===== config.mk =====
export PLATFORM = sky130hd
export DESIGN_NAME = gate_op_scheduler_flat
export DESIGN_NICKNAME = d
export VERILOG_FILES = /design/src/rtl/gate_op_scheduler_pkg.sv /design/src/rtl/gate_op_scheduler_if.sv /design/src/rtl/gate_op_scheduler_gate_cell_mux.sv /design/src/rtl/gate_op_scheduler.sv /design/src/flat_wrapper.sv
export SDC_FILE = /design/constraint.sdc
export NUM_CORES = 1
export LEC_CHECK = 0
export ABC_CLOCK_PERIOD_IN_PS = 3750
export CORE_UTILIZATION = 24
export DETAILED_ROUTE_END_ITERATION = 10
export GPL_TIMING_DRIVEN = 0
export PLACE_DENSITY = 0.57
export SLEW_MARGIN = 20
export SYNTH_ARGS = -nofsm -noshare
export SYNTH_HDL_FRONTEND = slang
export SYNTH_SLANG_ARGS = --single-unit

===== constraint.sdc =====
create_clock -name clk -period 3.75 [get_ports clk]
set_clock_uncertainty 0.1 [all_clocks]
set_input_delay 0.375 -clock clk [delete_from_list [all_inputs] [get_ports clk]]
set_output_delay 0.375 -clock clk [all_outputs]
set_load 0.01 [all_outputs]

===== src/rtl/gate_op_scheduler_pkg.sv =====
// Shared definitions for the gate-op scheduler: opcode encodings, FSM states
// and the opcode legality helper.
package gate_op_pkg;

  localparam int OP_W = 3;

  typedef logic [OP_W-1:0] op_t;

  localparam op_t OP_NOT  = 3'd0;
  localparam op_t OP_AND  = 3'd1;
  localparam op_t OP_XOR  = 3'd2;
  localparam op_t OP_NAND = 3'd3;
  localparam op_t OP_NOR  = 3'd4;

  typedef enum logic [1:0] {
    IDLE = 2'd0,
    RUN  = 2'd1,
    RESP = 2'd2
  } state_t;

  function automatic logic op_legal(op_t op);
    return op <= OP_NOR;
  endfunction

endpackage


===== src/rtl/gate_op_scheduler_if.sv =====
// Request/response bundle between the requesters, the consumer and the scheduler.
interface gate_op_scheduler_if #(
  parameter int N_REQ = 4,
  parameter int WIDTH = 8
);
  localparam int ID_W = $clog2(N_REQ);

  logic [N_REQ-1:0]       req_valid;
  logic [N_REQ-1:0]       req_ready;
  logic [3*N_REQ-1:0]     req_op;
  logic [WIDTH*N_REQ-1:0] req_a;
  logic [WIDTH*N_REQ-1:0] req_b;
  logic                   rsp_valid;
  logic                   rsp_ready;
  logic [ID_W-1:0]        rsp_id;
  logic [WIDTH-1:0]       rsp_data;
  logic                   rsp_err;

  modport master (
    output req_valid, req_op, req_a, req_b, rsp_ready,
    input  req_ready, rsp_valid, rsp_id, rsp_data, rsp_err
  );

  modport slave (
    input  req_valid, req_op, req_a, req_b, rsp_ready,
    output req_ready, rsp_valid, rsp_id, rsp_data, rsp_err
  );
endinterface


===== src/rtl/gate_op_scheduler_gate_cell_mux.sv =====
// The shared 1-bit gate resource: one gate per opcode and an output mux.
module gate_cell_mux
  import gate_op_pkg::*;
(
  input  op_t  op,
  input  logic a,
  input  logic b,
  output logic y
);

  logic y_not, y_and, y_xor, y_nand, y_nor;

  assign y_not  = ~a;
  assign y_and  = a & b;
  assign y_xor  = a ^ b;
  assign y_nand = ~(a & b);
  assign y_nor  = ~(a | b);

  always_comb begin
    // NOTE: default assignment first so every path drives y and no latch is inferred.
    y = 1'b0;
    case (op)
      OP_NOT:  y = y_not;
      OP_AND:  y = y_and;
      OP_XOR:  y = y_xor;
      OP_NAND: y = y_nand;
      OP_NOR:  y = y_nor;
      default: y = 1'b0;
    endcase
  end

endmodule


===== src/rtl/gate_op_scheduler.sv =====
// Round-robin scheduler that runs each granted WIDTH-bit operation bit-serially
// through a single shared gate cell and returns the result with a handshake.
module gate_op_scheduler
  import gate_op_pkg::*;
#(
  parameter int  N_REQ = 4,
  parameter int  WIDTH = 8,
  localparam int ID_W  = $clog2(N_REQ)
) (
  input logic               clk,
  input logic               rst_n,
  gate_op_scheduler_if.slave bus
);

  localparam int CNT_W = (WIDTH > 1) ? $clog2(WIDTH) : 1;

  state_t           state_q;
  logic [ID_W-1:0]  rr_ptr_q, id_q;
  op_t              op_q;
  logic [WIDTH-1:0] a_q, b_q, res_q, rsp_data_q;
  logic [CNT_W-1:0] cnt_q;
  logic             rsp_valid_q, rsp_err_q;

  logic             grant_any;
  logic [ID_W-1:0]  grant_id, next_ptr;
  op_t              grant_op;
  logic [WIDTH-1:0] grant_a, grant_b, res_d;
  logic             cell_y;

  function automatic logic [ID_W-1:0] wrap_add(logic [ID_W-1:0] base, int unsigned off);
    int unsigned s;
    s = 32'(base) + off;
    if (s >= N_REQ) s = s - N_REQ;
    return ID_W'(s);
  endfunction

  // Scan offsets high to low so the lowest offset from rr_ptr wins.
  always_comb begin
    grant_any = 1'b0;
    grant_id  = '0;
    for (int k = N_REQ - 1; k >= 0; k--) begin
      if (bus.req_valid[wrap_add(rr_ptr_q, k)]) begin
        grant_any = 1'b1;
        grant_id  = wrap_add(rr_ptr_q, k);
      end
    end
    next_ptr = wrap_add(grant_id, 1);
    grant_op = bus.req_op[OP_W*int'(grant_id) +: OP_W];
    grant_a  = bus.req_a[WIDTH*int'(grant_id) +: WIDTH];
    grant_b  = bus.req_b[WIDTH*int'(grant_id) +: WIDTH];

    bus.req_ready = '0;
    if (state_q == IDLE && grant_any) bus.req_ready[grant_id] = 1'b1;
  end

  gate_cell_mux u_cell (
    .op (op_q),
    .a  (a_q[0]),
    .b  (b_q[0]),
    .y  (cell_y)
  );

  assign res_d = (res_q >> 1) | (WIDTH'(cell_y) << (WIDTH - 1));

  // NOTE: non-blocking assignments keep every register sampling pre-edge values.
  always_ff @(posedge clk or negedge rst_n) begin
    if (!rst_n) begin
      state_q     <= IDLE;
      rr_ptr_q    <= '0;
      id_q        <= '0;
      op_q        <= OP_NOT;
      a_q         <= '0;
      b_q         <= '0;
      res_q       <= '0;
      cnt_q       <= '0;
      rsp_valid_q <= 1'b0;
      rsp_data_q  <= '0;
      rsp_err_q   <= 1'b0;
    end else begin
      case (state_q)
        IDLE: begin
          if (grant_any) begin
            op_q     <= grant_op;
            a_q      <= grant_a;
            b_q      <= grant_b;
            id_q     <= grant_id;
            cnt_q    <= '0;
            rr_ptr_q <= next_ptr;
            if (op_legal(grant_op)) begin
              state_q <= RUN;
            end else begin
              state_q     <= RESP;
              rsp_valid_q <= 1'b1;
              rsp_err_q   <= 1'b1;
              rsp_data_q  <= '0;
            end
          end
        end
        RUN: begin
          a_q   <= a_q >> 1;
          b_q   <= b_q >> 1;
          res_q <= res_d;
          cnt_q <= cnt_q + 1'b1;
          if (cnt_q == CNT_W'(WIDTH - 1)) begin
            state_q     <= RESP;
            rsp_valid_q <= 1'b1;
            rsp_err_q   <= 1'b0;
            rsp_data_q  <= res_d;
          end
        end
        RESP: begin
          if (bus.rsp_ready) begin
            state_q     <= IDLE;
            rsp_valid_q <= 1'b0;
          end
        end
        default: state_q <= IDLE;
      endcase
    end
  end

  assign bus.rsp_valid = rsp_valid_q;
  assign bus.rsp_id    = id_q;
  assign bus.rsp_data  = rsp_data_q;
  assign bus.rsp_err   = rsp_err_q;

endmodule


===== src/flat_wrapper.sv =====
// flat-port wrapper written by rule: the top's interface ports become plain ports
module gate_op_scheduler_flat import gate_op_pkg::*;
#(
  parameter int  N_REQ = 4,
  parameter int  WIDTH = 8,
  localparam int ID_W  = $clog2(N_REQ)
)
  (clk, rst_n, bus_req_valid, bus_req_op, bus_req_a, bus_req_b, bus_rsp_ready, bus_req_ready, bus_rsp_valid, bus_rsp_id, bus_rsp_data, bus_rsp_err);
  gate_op_scheduler_if #(.N_REQ(N_REQ), .WIDTH(WIDTH)) bus_i ();
  input logic clk;
  input logic rst_n;
  input wire logic [$bits(bus_i.req_valid)-1:0] bus_req_valid;
  input wire logic [$bits(bus_i.req_op)-1:0] bus_req_op;
  input wire logic [$bits(bus_i.req_a)-1:0] bus_req_a;
  input wire logic [$bits(bus_i.req_b)-1:0] bus_req_b;
  input wire logic [$bits(bus_i.rsp_ready)-1:0] bus_rsp_ready;
  output wire logic [$bits(bus_i.req_ready)-1:0] bus_req_ready;
  output wire logic [$bits(bus_i.rsp_valid)-1:0] bus_rsp_valid;
  output wire logic [$bits(bus_i.rsp_id)-1:0] bus_rsp_id;
  output wire logic [$bits(bus_i.rsp_data)-1:0] bus_rsp_data;
  output wire logic [$bits(bus_i.rsp_err)-1:0] bus_rsp_err;
  assign bus_i.req_valid = bus_req_valid;
  assign bus_i.req_op = bus_req_op;
  assign bus_i.req_a = bus_req_a;
  assign bus_i.req_b = bus_req_b;
  assign bus_i.rsp_ready = bus_rsp_ready;
  assign bus_req_ready = bus_i.req_ready;
  assign bus_rsp_valid = bus_i.rsp_valid;
  assign bus_rsp_id = bus_i.rsp_id;
  assign bus_rsp_data = bus_i.rsp_data;
  assign bus_rsp_err = bus_i.rsp_err;
  gate_op_scheduler #(.N_REQ(N_REQ), .WIDTH(WIDTH)) u_core (.clk(clk), .rst_n(rst_n), .bus(bus_i));
endmodule

==> summary.txt, run 1 <==
Place
  • Routability cong.: 0.765
  • Placed instance count: 524
  • Port bufs: 98
  • Detailed placer's ending HPWL: 5640 microns

Global routing
  • Pin count of the biggest net entering global routing: 28
  • GRT Util Overall: 0.125
  • Via count of the first global-routing pass: 2416
  • Global-route wire length before repair: 11700 microns
  • Initial antenna violation count: 0
  • Remaining Overflow, GRT: 0

Hold path
  • Hold path depth: 2
  • Worst Hold Class: reg -> reg
  • Hold_sp: u_core.bus.rsp_id[1]

Detailed routing
  • Post-route ant nets: 0
  • Top sig layer: met4
  • Routed vias/inst: 4.57
  • DRC viols: 0
  • Met2 routed WL: 3470 microns
  • Iter 0 DRT Violations: 136
  • Via Count: 2435
  • Met1 wire length: 3330 microns
  • Routed wire length: 7200 microns
  • WL/cell: 13.5 microns
  • First drt pass iteration count: 4
  • DR WL met3: 329 microns

Final layout
  • Final Non-Filler Cells: 533
  • Synth-to-layout area growth: 48.6%
  • Core Util, Final: 0.374
  • Layout cell share with drive strength beyond 1: 0.102
  • N_diodes: 0
  • Nets@finish: 483
  • Most frequent cells in the layout: clkdlybuf4s50_1 (97), dfrtp_1 (45), mux2i_1 (41)
  • Commonest non-fill, non-tap cell in the layout: clkdlybuf4s50_1

Timing
  • Setup-failing EPs final: 0
  • RSZ-0062 raised after global routing: false
  • Fmax: 0.309 GHz
  • Final Hold Viols: 0
  • Max Slew Vio Count: 0
  • Final Cycle Share: 0.863
  • Period minus WS final: 3.24 ns
  • Post-Route Setup TNS: 0 ns
  • Worst-margin pin slew: 0.582 ns
  • Max_slew headroom: 0.610

Setup path
  • Worst reg-to-reg path cell count: 7
  • FF-to-FF Start: u_core.rr_ptr_q[1]
  • Crit start category: input port
  • Worst r2r dst: u_core.state_q[0]
  • CP max FO: 11
  • Worst EP arrival: 2.76 ns
  • Kind of critical path: in -> out
  • CP most frequent cell: clkdlybuf4s50_1
  • Worst R2R Setup Slack: 1.39 ns
  • Worst path cell trace: clkdlybuf4s50_1 > nand2b_1 > a211o_1 > and2_4 > buf_4 > buf_2 > ha_1 > and3_1 > clkdlybuf4s50_1
  • Worst setup endpoint: bus_req_ready[2]
  • Crit-path leading delay family: buffers and inverters
  • Slowest-stage cell, CP: clkdlybuf4s50_1
  • WP depth: 9
  • Crit path buf inv count: 4
  • Crit. End Element: output port
  • Worst setup path start: bus_req_valid[3]
  • WP data required: 3.27 ns
  • Delay of the slowest critical-path stage: 0.48 ns

Clock tree
  • Clk buf depth: 2
  • Cts repair resizes: 0
  • CTS H-tree depth: 2
  • CTS tree: built
  • Worst skew pair latency: 0.28 ns
  • Clk sinks: 45
  • Root Buffer: clkbuf_16
  • TritonCTS buffer count: 5
  • Clk pin slew, worst setup/hold paths: 0.06 ns

Floorplanning
  • Cell Rows: 38
  • Initial Utilization: 0.251
  • Area of the core: 11100 sq um
  • Die Width: 110 microns
  • Total die area: 12000 sq um
  • Top Ports: 99
  • DIE HEIGHT: 110 microns

Run status
  • Status: finished clean

Synthesis
  • Post-Synthesis Cells: 285
  • Ys async rst share: 1.00
  • Syn nets: 376
  • Yosys warns: 0
  • Sequential share of the synthesized area: 0.404
  • Post-synth EDFFs: 0
  • Post-synthesis cell type count: 41
  • Synthesis-stage register bit count: 45
  • Cell Area, Synth: 2780 sq um
  • Synth Flop Type: dfrtp_1
  • Syn avg cell area: 9.77 sq um

Power and ir drop
  • Pwr/cell area: 643 nW/um^2
  • Static Leak: 1.84 nW
  • Max VDD drop: 276 uV

Job
  • Maxcap violations: 0
-- layer usage --
layer,vias to the layer above,track usage
li1,1251,-
met1,1110,0.160
met2,68,0.215
met3,6,0.0261
met4,0,0.0257
met5,-,0
-- cell type report --
class,instances,area [sq um]
well taps,140,175
flip-flops and latches,45,1130
repair buffers,100,1010
clock inverters,1,30.0
inverters,6,25.0
fillers,1116,6940
multi-input cells,217,1540
clock buffers,7,143
plain buffers,17,96.3
-- cell families after synthesis --
group	share of synthesized area
compound gates	0.191
simple gates	0.113
mux	0.212
flops	0.404
fa+ha+maj	0.0360
buf+inv	0.0436
-- how the worst min path moves through the flow --
stage                                  end  slack (ns)
floorplan                    u_core.a_q[0]       -0.02
global placement      u_core.bus.rsp_id[0]        0.37
detailed placement  u_core.bus.rsp_data[6]        0.25
CTS                   u_core.bus.rsp_id[1]        0.39
global route          u_core.bus.rsp_id[1]        0.42
finish                u_core.bus.rsp_id[1]        0.38
-- what timing repair did --
item / 4_1_cts / 5_1_grt
hold endpoints to repair: 18 / 0
buffers inserted: 0 / 0
hold buffers: 1 / 0
-- sequential cells by signal, summed over array words and instances, names as in the netlist --
register / cells
u_core.cnt_q: 3
u_core.b_q: 8
u_core.a_q: 8
u_core.bus.rsp_valid: 1
u_core.res_q: 7
u_core.op_q: 3
u_core.bus.rsp_data: 8
u_core.bus.rsp_err: 1
u_core.state_q: 2
u_core.rr_ptr_q: 2
u_core.bus.rsp_id: 2
-- worst min-delay path, stage by stage (launching register included) --
cell and delay, ns:
dfrtp_1 0.34, nand2_1 0.05, o21ai_0 0.06
-- power breakdown --
part           internal [mW]  total [mW]  leakage, nW  switching [mW]
Combinational          0.634        1.33         1.19           0.694
Sequential             0.679       0.830        0.568           0.151
Clock                  0.333       0.503       0.0841           0.171
-- cell usage after synthesis, types with 3 or more instances --
cell       n  area share
a21oi_1   20       0.036
a22oi_1   14       0.038
and3_1     5       0.011
buf_6      3       0.012
clkbuf_1  10       0.013
dfrtp_1   45        0.40
ha_1       8       0.036
inv_1      5      0.0067
mux2_2    16       0.065
mux2i_1   41        0.15
nand2_1   35       0.047
nand2b_1   4      0.0090
nand3_1    5      0.0090
nor2_1    10       0.013
o21ai_0   30       0.054
-- stage by stage --
stage          power, mW  area, sq um  setup slack [ns]  hold slack (ns)
3_5_place_dp        2.18         3960             0.477            0.251
2_1_floorplan       1.75         2780              1.57          -0.0206
3_3_place_gp        2.15         3940             0.506            0.367
6_report            2.66         4140             0.515            0.383
4_1_cts             2.70         4140             0.473            0.389
5_1_grt             2.89         4140             0.351            0.421
Power figures use the tool's default switching activity.
==> inputs of run 2 (changes only) <==
--- a/config.mk
+++ b/config.mk
@@ -8,8 +8,10 @@
 export ABC_CLOCK_PERIOD_IN_PS = 3750
 export CORE_UTILIZATION = 24
 export DETAILED_ROUTE_END_ITERATION = 10
+export GPL_ROUTABILITY_DRIVEN = 0
 export GPL_TIMING_DRIVEN = 0
 export PLACE_DENSITY = 0.57
+export RECOVER_POWER = 50
 export SLEW_MARGIN = 20
 export SYNTH_ARGS = -nofsm -noshare
 export SYNTH_HDL_FRONTEND = slang
==> run 2 against run 1 <==
Via count is 0.25% higher; die area stayed put; core utilization is 0.16 points lower; power is 0.24% lower; highest routed layer unchanged; combinational power hardly changed; flip-flop and latch count stayed put; count of clock-buffer cells in the layout stayed put.
==> summary.txt, run 2 (synthesized netlist as in run 1, its figures left out) <==
Run status
  • Status: finished clean

Final layout
  • Final instance area: 4120 sq um
  • Final Non-Filler Cells: 533
  • Fill count: 1119
  • Nets@finish: 483
  • Layout cell share with drive strength beyond 1: 0.0967
  • Core Util, Final: 0.372
  • Most frequent cells in the layout: clkdlybuf4s50_1 (89), dfrtp_1 (45), mux2i_1 (41)
  • Commonest non-fill, non-tap cell in the layout: clkdlybuf4s50_1
  • Synth-to-layout area growth: 48.0%
  • Register Area: 1130 sq um
  • Area of the multi-input gates: 1540 sq um
  • N_diodes: 0

Place
  • Placed instance count: 524
  • Cell area after placement: 3960 sq um
  • Port bufs: 98
  • Detailed placer's ending HPWL: 5640 microns

Floorplanning
  • Initial Utilization: 0.251
  • Top Ports: 99
  • Die Width: 110 microns
  • Area of the core: 11100 sq um
  • DIE HEIGHT: 110 microns
  • Total die area: 12000 sq um
  • Cell Rows: 38

Detailed routing
  • First drt pass iteration count: 4
  • DRC viols: 0
  • Iter 0 DRT Violations: 138
  • WL/cell: 13.5 microns
  • Post-route ant nets: 0
  • Via Count: 2441
  • Routed wire length: 7210 microns
  • Routed vias/inst: 4.58

Global routing
  • GRT Util Overall: 0.125
  • Via count of the first global-routing pass: 2416
  • Global-route wire length before repair: 11700 microns
  • Pin count of the biggest net entering global routing: 28
  • Initial antenna violation count: 0
  • Remaining Overflow, GRT: 0

Timing
  • Worst-margin pin slew: 1.48 ns
  • Max_slew headroom: 0.0154
  • Final Cycle Share: 0.863
  • Final Hold Viols: 0
  • Post-Route Setup TNS: 0 ns
  • Max Slew Vio Count: 0
  • Setup-failing EPs final: 0
  • Fmax: 0.309 GHz
  • RSZ-0062 raised after global routing: false
  • Period minus WS final: 3.24 ns

Setup path
  • CP max FO: 11
  • Crit-path leading delay family: buffers and inverters
  • CP most frequent cell: clkdlybuf4s50_1
  • Worst EP arrival: 2.76 ns
  • Slowest-stage cell, CP: clkdlybuf4s50_1
  • Worst R2R Setup Slack: 1.39 ns
  • Delay of the slowest critical-path stage: 0.48 ns
  • Crit start category: input port
  • Crit path buf inv count: 4
  • Kind of critical path: in -> out
  • Crit. End Element: output port
  • Worst path cell trace: clkdlybuf4s50_1 > nand2b_1 > a211o_1 > and2_4 > buf_4 > buf_2 > ha_1 > and3_1 > clkdlybuf4s50_1
  • WP data required: 3.27 ns

Clock tree
  • Clk pin slew, worst setup/hold paths: 0.06 ns
  • Worst skew pair latency: 0.28 ns
  • Clk sinks: 45
  • CTS tree: built
  • Clk buf depth: 2
  • Root Buffer: clkbuf_16
  • TritonCTS buffer count: 5
  • CTS H-tree depth: 2
  • Cts repair resizes: 0

Power and ir drop
  • Max VDD drop: 276 uV
  • Pwr/cell area: 644 nW/um^2
  • Static Leak: 1.86 nW
  • PnR Total Power: 2.65 mW

Hold path
  • Worst Hold Class: reg -> reg

Job
  • Maxcap violations: 0
## run 2: report_power, final
group | internal [mW] | switching, mW | leakage [nW] | total (mW)
sequential | 0.679 | 0.150 | 0.568 | 0.829
clock | 0.333 | 0.172 | 0.0841 | 0.505
combinational | 0.627 | 0.693 | 1.20 | 1.32
## run 2: worst min-delay path, stage by stage (launching register included)
cell,delay (ns)
dfrtp_1,0.34
nand2_1,0.04
o21ai_0,0.06
## run 2: layer usage
metal,vias up,share of wire,global-route usage
met4,0,0.0090,0.0257
met3,6,0.047,0.0261
li1,1250,-,-
met1,1115,0.46,0.160
met5,-,0,0
met2,70,0.48,0.215
## run 2: area by class of cell
type,instances,share of cell area
multi-input combinational,217,0.373
sequential,45,0.273
buffer,17,0.0234
clock inverter,1,0.00729
clock buffer,7,0.0346
timing repair buffer,100,0.240
tap,140,0.0425
inverter,6,0.00607
## run 2: final timing paths
path,start,to,cells past startpoint
hold reg to reg,u_core.bus.rsp_id[1],u_core.bus.rsp_id[1],2
setup reg to reg,u_core.rr_ptr_q[1],u_core.state_q[0],7
max in group asynchronous,rst_n,u_core.b_q[6],3
hold / removal,u_core.bus.rsp_id[1],u_core.bus.rsp_id[1],2
min in group asynchronous,rst_n,u_core.bus.rsp_data[6],2
setup / recovery,bus_req_valid[3],bus_req_ready[2],9
## run 2: timing repair
item,in CTS,in global routing
hold buffers,1,0
endpoints found under the hold margin,18,0
setup buffers,0,0
## run 2: per-stage QoR
step	hold WS (ns)	worst slack [ns]
4_1_cts	0.389	0.473
3_3_place_gp	0.367	0.506
2_1_floorplan	-0.0206	1.57
6_report	0.378	0.513
5_1_grt	0.416	0.351
3_5_place_dp	0.251	0.477
